==> src/rtl/reverse_delay_line_pkg.sv <==
// Shared constants and helpers for the reverse (ready-path) delay line.
package rv_pkg;

   // Legal range for the number of cascaded skid stages.
   localparam int MIN_STAGES = 1;
   localparam int MAX_STAGES = 16;

   // Width needed to count from 0 up to and including 'stages'.
   function automatic int occ_width(input int stages);
      return $clog2(stages + 1);
   endfunction

endpackage

==> src/rtl/reverse_delay_line_if.sv <==
// Ready/valid stream bundle used on both sides of the reverse delay line.
interface reverse_delay_line_if
   import rv_pkg::*;
#(
   parameter int DATA_WIDTH = 8
);

   logic [DATA_WIDTH-1:0] data;
   logic                  valid;
   logic                  ready;

   // Producer side: drives payload and valid, observes ready.
   modport master (output data, output valid, input ready);
   // Consumer side: observes payload and valid, drives ready.
   modport slave  (input data, input valid, output ready);

endinterface

==> src/rtl/reverse_delay_line_stage.sv <==
// One skid stage: registers the ready path toward the source and holds
// a single word when the sink side stalls.
module reverse_buf_stage
   import rv_pkg::*;
#(
   parameter int DATA_WIDTH = 8
) (
   input  logic                  clock_port,
   input  logic                  reset_port,
   input  logic                  running,
   input  logic [DATA_WIDTH-1:0] in_data,
   input  logic                  in_valid,
   output logic                  in_ready,
   output logic [DATA_WIDTH-1:0] out_data,
   output logic                  out_valid,
   input  logic                  out_ready,
   // Full status as it will be after the coming edge; lets the parent
   // keep a registered occupancy that moves on the same edge.
   output logic                  full_nxt
);

   logic                  skid_full;
   logic [DATA_WIDTH-1:0] skid_data;
   logic                  capture;
   logic                  drain;

   // Capture/drain decisions and the output mux. Pass-through valid is also
   // qualified by in_ready so a word can never leave while the source has
   // not yet seen ready (only possible in the first cycles after reset).
   always_comb begin
      capture   = in_valid & in_ready & ~out_ready;
      drain     = skid_full & out_ready;
      full_nxt  = skid_full;
      if (capture) begin
         full_nxt = 1'b1;
      end else if (drain) begin
         full_nxt = 1'b0;
      end
      out_data  = skid_full ? skid_data : in_data;
      out_valid = skid_full | (in_valid & in_ready);
   end

   // Skid register, full flag and registered ready toward the source.
   always_ff @(posedge clock_port or negedge reset_port) begin
      if (!reset_port) begin
         skid_full <= 1'b0;
         skid_data <= '0;
         in_ready  <= 1'b0;
      end else begin
         skid_full <= full_nxt;
         in_ready  <= ~full_nxt & running;
         if (capture) begin
            skid_data <= in_data;
         end
      end
   end

endmodule

==> src/rtl/reverse_delay_line.sv <==
// Cascade of skid stages that breaks the combinational ready chain between
// a producer and a consumer; zero latency while empty.
module reverse_delay_line
   import rv_pkg::*;
#(
   parameter int DATA_WIDTH = 8,
   parameter int STAGES     = 5,
   parameter int OCC_WIDTH  = occ_width(STAGES)
) (
   input  logic                  clock_port,
   input  logic                  reset_port,
   reverse_delay_line_if.slave   input_port,
   reverse_delay_line_if.master  output_port,
   output logic [OCC_WIDTH-1:0]  occupancy
);

   if (STAGES < MIN_STAGES || STAGES > MAX_STAGES) begin : g_bad_stages
      $error("reverse_delay_line: STAGES must lie in 1..16");
   end

   logic                 running;
   logic [STAGES-1:0]    full_nxt_vec;
   logic [OCC_WIDTH-1:0] occ_nxt;

   // Each stage keeps its own link signals so the valid/ready chains are
   // separate nets rather than slices of one vector.
   for (genvar k = 0; k < STAGES; k++) begin : g_stage
      logic [DATA_WIDTH-1:0] in_data;
      logic                  in_valid;
      logic                  in_ready;
      logic [DATA_WIDTH-1:0] out_data;
      logic                  out_valid;
      logic                  out_ready;

      if (k == 0) begin : g_head
         assign in_data  = input_port.data;
         assign in_valid = input_port.valid;
      end else begin : g_link
         assign in_data  = g_stage[k-1].out_data;
         assign in_valid = g_stage[k-1].out_valid;
      end

      if (k == STAGES - 1) begin : g_tail
         assign out_ready = output_port.ready;
      end else begin : g_next
         assign out_ready = g_stage[k+1].in_ready;
      end

      reverse_buf_stage #(
         .DATA_WIDTH (DATA_WIDTH)
      ) u_stage (
         .clock_port (clock_port),
         .reset_port (reset_port),
         .running    (running),
         .in_data    (in_data),
         .in_valid   (in_valid),
         .in_ready   (in_ready),
         .out_data   (out_data),
         .out_valid  (out_valid),
         .out_ready  (out_ready),
         .full_nxt   (full_nxt_vec[k])
      );
   end

   assign input_port.ready  = g_stage[0].in_ready;
   assign output_port.data  = g_stage[STAGES-1].out_data;
   assign output_port.valid = g_stage[STAGES-1].out_valid & running;

   // Population count of the next-cycle full flags.
   always_comb begin
      occ_nxt = '0;
      for (int i = 0; i < STAGES; i++) begin
         occ_nxt = occ_nxt + OCC_WIDTH'(full_nxt_vec[i]);
      end
   end

   // Start-up flag: the line only transfers once out of reset for one edge.
   always_ff @(posedge clock_port or negedge reset_port) begin
      if (!reset_port) begin
         running <= 1'b0;
      end else begin
         running <= 1'b1;
      end
   end

   // Registered occupancy, moving on the same edge as the stage flags.
   always_ff @(posedge clock_port or negedge reset_port) begin
      if (!reset_port) begin
         occupancy <= '0;
      end else begin
         occupancy <= occ_nxt;
      end
   end

endmodule

==> src/flat_wrapper.sv <==
// flat-port wrapper written by rule: the top's interface ports become plain ports
module reverse_delay_line_flat import rv_pkg::*;
#(
   parameter int DATA_WIDTH = 8,
   parameter int STAGES     = 5,
   parameter int OCC_WIDTH  = occ_width(STAGES)
)
  (clock_port, reset_port, occupancy, input_port_data, input_port_valid, input_port_ready, output_port_data, output_port_valid, output_port_ready);
  reverse_delay_line_if #(.DATA_WIDTH(DATA_WIDTH)) input_port_i ();
  reverse_delay_line_if #(.DATA_WIDTH(DATA_WIDTH)) output_port_i ();
  input  logic clock_port;
  input  logic reset_port;
  output logic [OCC_WIDTH-1:0] occupancy;
  input wire logic [$bits(input_port_i.data)-1:0] input_port_data;
  input wire logic [$bits(input_port_i.valid)-1:0] input_port_valid;
  output wire logic [$bits(input_port_i.ready)-1:0] input_port_ready;
  output wire logic [$bits(output_port_i.data)-1:0] output_port_data;
  output wire logic [$bits(output_port_i.valid)-1:0] output_port_valid;
  input wire logic [$bits(output_port_i.ready)-1:0] output_port_ready;
  assign input_port_i.data = input_port_data;
  assign input_port_i.valid = input_port_valid;
  assign input_port_ready = input_port_i.ready;
  assign output_port_data = output_port_i.data;
  assign output_port_valid = output_port_i.valid;
  assign output_port_i.ready = output_port_ready;
  reverse_delay_line #(.DATA_WIDTH(DATA_WIDTH), .STAGES(STAGES), .OCC_WIDTH(OCC_WIDTH)) u_core (.clock_port(clock_port), .reset_port(reset_port), .input_port(input_port_i), .output_port(output_port_i), .occupancy(occupancy));
endmodule
==> config.mk <==
export PLATFORM = sky130hd
export DESIGN_NAME = reverse_delay_line_flat
export DESIGN_NICKNAME = d
export VERILOG_FILES = /design/src/rtl/reverse_delay_line_pkg.sv /design/src/rtl/reverse_delay_line_if.sv /design/src/rtl/reverse_delay_line_stage.sv /design/src/rtl/reverse_delay_line.sv /design/src/flat_wrapper.sv
export SDC_FILE = /design/constraint.sdc
export NUM_CORES = 1
export LEC_CHECK = 0
export BUFFER_PORTS_ARGS = -buffer_cell sky130_fd_sc_hd__buf_2
export CAP_MARGIN = 20
export CORE_ASPECT_RATIO = 0.6
export CORE_MARGIN = 2
export CORE_UTILIZATION = 55
export CTS_BUF_LIST = sky130_fd_sc_hd__clkbuf_8
export CTS_CLUSTER_SIZE = 14
export DETAILED_ROUTE_END_ITERATION = 6
export GPL_ROUTABILITY_DRIVEN = 1
export PLACE_DENSITY = 0.79
export SLEW_MARGIN = 20
export SYNTH_ARGS = -nofsm -noshare
export SYNTH_HDL_FRONTEND = slang
export SYNTH_HIERARCHICAL = 1
export SYNTH_SLANG_ARGS = --single-unit
==> constraint.sdc <==
create_clock -name clock_port -period 3.75 [get_ports clock_port]
set_clock_uncertainty 0.2 [all_clocks]
set_input_delay 0.5625 -clock clock_port [delete_from_list [all_inputs] [get_ports clock_port]]
set_output_delay 0.5625 -clock clock_port [all_outputs]
set_load 0.02 [all_outputs]
* Word-level counts from Yosys, hierarchy flattened
Index checks and enable logic that the tools add are counted. W data, S select, Z words.
Word-level totals: word-level logic and storage cells 72, bits in registers 54, bits of input ports 12, output and inout port bits 13
Cells by class: bitwise logic cells 36, add/sub/neg operators 4, muxes and demuxes 15
Operators with widths (count):
- $mux W8 | 5
- $and A1 B1 Y1 | 21
- $mux W1 | 10
- $not A1 Y1 | 10
- $add A3 B1 Y3 | 3
- $or A1 B1 Y1 | 5
- $add A1 B1 Y2 | 1

* Depth between registers and ports, before layout
depth in word-level cells 13, depth in mapped cells 14, depth with buffers taken out 13

* By module
Netlist, hierarchy kept.
By module, submodules not included:
- reverse_buf_stage | cells an instance 32, area each 475.5 sq um, seq. area each 250.2 sq um, instances 5
- reverse_delay_line | cells an instance 14, area each 181.4 sq um, seq. area each 100.1 sq um, instances 1

* Worst setup path before layout
Ideal clock, no wire load.
kind input-to-reg, from input port input_port_valid, to register u_core.occupancy[1], path buffers 0, setup slack 0.631 ns, setup time 0.126 ns, arrival time 2.793 ns, cell stages on the path 12, cells stage by stage a21oi_1 -> inv_1 -> a21oi_1 -> inv_1 -> a21oi_1 -> inv_1 -> a21oi_1 -> inv_1 -> a21oi_1 -> nor2_1 -> fa_1 -> ha_1
On the way: word-level cells in the longest chain between the ends 12
Ends and longest elaborated chain:
- start, declared | line flat_wrapper.sv:15 | input wire logic [$bits(input_port_i.valid)-1:0] input_port_valid;
- $and A1 B1 Y1 | line reverse_delay_line_stage.sv:40 | out_valid = skid_full | (in_valid & in_ready);
- $or A1 B1 Y1 | line reverse_delay_line_stage.sv:40
- via u_core.g_stage[0].out_valid | line reverse_delay_line.sv:32 | logic out_valid;
- $and A1 B1 Y1 | line reverse_delay_line_stage.sv:40
- $or A1 B1 Y1 | line reverse_delay_line_stage.sv:40
- via u_core.g_stage[1].out_valid | line reverse_delay_line.sv:32
- $and A1 B1 Y1 | line reverse_delay_line_stage.sv:40
- $or A1 B1 Y1 | line reverse_delay_line_stage.sv:40
- via u_core.g_stage[2].out_valid | line reverse_delay_line.sv:32
- $and A1 B1 Y1 | line reverse_delay_line_stage.sv:40
- $or A1 B1 Y1 | line reverse_delay_line_stage.sv:40
- via u_core.g_stage[3].out_valid | line reverse_delay_line.sv:32
- $and A1 B1 Y1 (2 in a row) | line reverse_delay_line_stage.sv:31 | capture = in_valid & in_ready & ~out_ready;
- $mux W1 | line reverse_delay_line_stage.sv:34 | if (capture) begin
- via u_core.full_nxt_vec[4] | line reverse_delay_line.sv:22 | logic [STAGES-1:0] full_nxt_vec;
- $add A3 B1 Y3 | line reverse_delay_line.sv:73 | occ_nxt = occ_nxt + OCC_WIDTH'(full_nxt_vec[i]);
- via u_core.occ_nxt[1] | line reverse_delay_line.sv:23 | logic [OCC_WIDTH-1:0] occ_nxt;
- end signal, assigned | line reverse_delay_line.sv:91 | occupancy <= occ_nxt;
- end, declared | line reverse_delay_line.sv:14 | output logic [OCC_WIDTH-1:0] occupancy
The timed path passes the listed nets, and every way through them passes these cells. A chain may end at the register's enable or synchronous reset.

* Worst setup path after layout
from register u_core.g_stage[0].u_stage.skid_full, to output port output_port_valid
On the way: word-level cells in the longest chain between the ends 10
Ends and longest elaborated chain:
- start, declared | line reverse_delay_line_stage.sv:22 | logic skid_full;
- start signal, assigned | line reverse_delay_line_stage.sv:50 | skid_full <= full_nxt;
- $or A1 B1 Y1 | line reverse_delay_line_stage.sv:40
- via u_core.g_stage[0].out_valid | line reverse_delay_line.sv:32
- $and A1 B1 Y1 | line reverse_delay_line_stage.sv:40
- $or A1 B1 Y1 | line reverse_delay_line_stage.sv:40
- via u_core.g_stage[1].out_valid | line reverse_delay_line.sv:32
- $and A1 B1 Y1 | line reverse_delay_line_stage.sv:40
- $or A1 B1 Y1 | line reverse_delay_line_stage.sv:40
- via u_core.g_stage[2].out_valid | line reverse_delay_line.sv:32
- $and A1 B1 Y1 | line reverse_delay_line_stage.sv:40
- $or A1 B1 Y1 | line reverse_delay_line_stage.sv:40
- via u_core.g_stage[3].out_valid | line reverse_delay_line.sv:32
- $and A1 B1 Y1 | line reverse_delay_line_stage.sv:40
- $or A1 B1 Y1 | line reverse_delay_line_stage.sv:40
- via u_core.g_stage[4].out_valid | line reverse_delay_line.sv:32
- $and A1 B1 Y1 | line reverse_delay_line.sv:67 | assign output_port.valid = g_stage[STAGES-1].out_valid & running;
- end, declared | line flat_wrapper.sv:18 | output wire logic [$bits(output_port_i.valid)-1:0] output_port_valid;
The timed path passes the listed nets, and every way through them passes these cells.

==> flow_summary.yaml <==
run_status:
  status: "finished, final reports clean"
sta:
  fmax_mhz: 288
  hold_viol_final: 0
  relSlewSlack_pct: 56.0
  rsz0062_at_grt: "no"
  setup_tns_ns: 0
  finalCritPeriodShare_pct: 92.6
  worst_pin_slew_ns: 0.660
  slew_viol_final: 0
  setup-violations-final: 0
  finalCriticalPeriod_ns: 3.47
routing:
  ant_nets: 0
  dr_total_vias: 1446
  dr.pass1.iters: 4
  finalWirelength_um: 4360
  drt-vias-per-instance: 5.48
  drt_iter0_drc: 45
  drc: 0
  wl_per_cell_um: 16.5
clock_network:
  cts_buffer_depth: 2
  clkSlewWorstSetupHoldPaths_ns: 0.09
  htree_levels: 2
  cts_tree: "built"
  clock-root-buffer: "clkbuf_8"
  clock-sinks: 54
  insertion_delay_ns: 0.30
  hold_buffers: 0
  cts_made_buffers: 5
  postCtsSetupRepairBufs: 0
placed_design:
  io_buffers: 24
  routabilityCongestion: 0.740
  place_hpwl_um: 3280
global_routing:
  grt_pass1_vias: 1611
  grt_usage_pct: 18.7
  grt_max_degree: 55
  antenna_found_initial: 0
  grt_pass1_wl_um: 7510
  grt-ovfl-total: 0
yosys:
  netlist_area_um2: 2560
  syn_avg_cell_area_um2: 14.7
  synth_seq_cells: 54
  yosys_warnings: 6
  synth.yosys.seq_area_share_pct: 52.8
  postSynthCellCount: 174
  ys_types: 12
  synth.net_count: 189
setup_path:
  criticalPathCategory: "reg -> out"
  crit_path_start_kind: "register"
  crit_arrival_ns: 2.71
  endpoint_kind: "output port"
  cp_slowest_stage_delay_ns: 0.50
  crit_path_frequent_cell: "inv_1"
  r2r_slack_ns: 0.60
  path_max_fanout: 9
  critPathSlowestCell: "dfrtp_2"
  cp_cell_sequence: "a21oi_2 -> inv_1 -> a21oi_2 -> inv_1 -> a21oi_2 -> inv_1 -> a21oi_1 -> inv_1 -> a21oi_2 -> inv_1 -> and2_1 -> buf_2"
  critPathBufInv: 6
  worstPathRequired_ns: 2.99
  crit_family: "compound AO/OA/AOI/OAI gates"
floorplan:
  rows: 19
  die-area_um2: 5230
  initial_core_util_pct: 56.6
  io_pins: 25
  die_y_um: 56.8
  coreArea_um2: 4520
  die_width_um: 92.1
cells_and_area:
  drive_gt1_share_pct: 60.2
  final_core_util_pct: 62.9
  antennaDiodeCount: 0
  area_growth_pct: 11.1
  mostFrequentLayoutCells: "mux2_2 (80), dfrtp_1 (53), buf_2 (23), inv_1 (11), clkbuf_8 (6)"
  layout_commonest_cell: "mux2_2"
  nNetsFinal: 215
pwr:
  powerDensity_nw_per_um2: 733
  ir_drop_uv: 383
  leakage_nw: 1.36
worst_hold_path:
  hold_class: "in -> async"
flow_run:
  cap_viol_max_count: 0
[metrics by stage]
step                      std cells  instance area, µm²  setup slack [ns]  hold WS [ns]  total power (W)
after floorplan                 174                2560             0.631        0.0669          0.00155
after global placement          256                2730             0.331         0.283          0.00169
after detailed placement        256                2730            0.0483         0.287          0.00177
after CTS                       264                2830            0.0392         0.279          0.00210
after global routing            264                2840            0.0311         0.134          0.00222
final                           264                2840             0.279        0.0849          0.00208
[final cells by class]
type | instances | area (µm²)
fillers | 346 | 1670
multi-input cells | 105 | 1160
well taps | 63 | 78.8
clock inverters | 2 | 8.76
inverters | 10 | 37.5
repair buffers | 24 | 123
clock buffers | 6 | 82.6
flip-flops and latches | 54 | 1350
[timing repair]
item / CTS / global route
endpoints found under the setup margin: 1 / 1
gates resized for setup: 2 / 3
pin swaps: 0 / 0
[logic make-up (layout without fill, tap and decap cells)]
family | Yosys count | in the layout | synth area share (%)
AOI/OAI and AO/OA | 10 | 10 | 2.44
adders and majority gates | 3 | 3 | 2.05
buffers and inverters | 15 | 42 | 2.44
DFF | 54 | 54 | 52.8
muxes | 80 | 80 | 35.2
other | 1 | 1 | 0.147
and+or+nand+nor | 11 | 11 | 4.89
[power breakdown]
| part | internal [W] | leakage, nW | switching (W) |
|---|---|---|---|
| clock network | 0.000147 | 0.0524 | 0.000177 |
| logic | 0.000436 | 0.648 | 0.000354 |
| registers | 0.000813 | 0.659 | 0.000156 |
| total | 0.00140 | 1.36 | 0.000687 |
[state kept, by name, indices dropped and copies added (netlist names)]
name,flops
u_core/occupancy,3
u_core/g_stage.u_stage/skid_data,40
u_core/running,1
u_core/g_stage.u_stage/skid_full,5
u_core/g_stage.u_stage/in_ready,5
[path summary, 6_finish.rpt]
kind	endpoint	depth (start not counted)	startpoint
max in group asynchronous	u_core/g_stage[0].u_stage/skid_full$_DFF_PN0_	1	reset_port
min in group clock_port	u_core/g_stage[4].u_stage/skid_full$_DFF_PN0_	2	output_port_ready
min	u_core/g_stage[1].u_stage/skid_data[6]$_DFFE_PN0P_	1	reset_port
max reg2reg	u_core/occupancy[1]$_DFF_PN0_	12	u_core/g_stage[0].u_stage/skid_full$_DFF_PN0_
min reg2reg	u_core/g_stage[1].u_stage/skid_data[1]$_DFFE_PN0P_	1	u_core/g_stage[1].u_stage/skid_data[1]$_DFFE_PN0P_
max	output_port_valid	12	u_core/g_stage[0].u_stage/skid_full$_DFF_PN0_
[cells in the mapped netlist]
master	count	area, µm²
a21oi_1	5	25.0
and2_1	1	6.26
buf_2	5	25.0
conb_1	1	3.75
dfrtp_1	54	1350
fa_1	2	40.0
ha_1	1	12.5
inv_1	10	37.5
mux2_2	80	901
nand3b_4	5	100
nor2_1	5	18.8
o21a_1	5	37.5
[per-layer routing]
metal	track usage (%)	share of wire, %
met2	33.2	52
met5	0	0
met3	4.43	3.0
met4	5.33	1.4
met1	23.2	43
(Power assumes the default switching activity.)
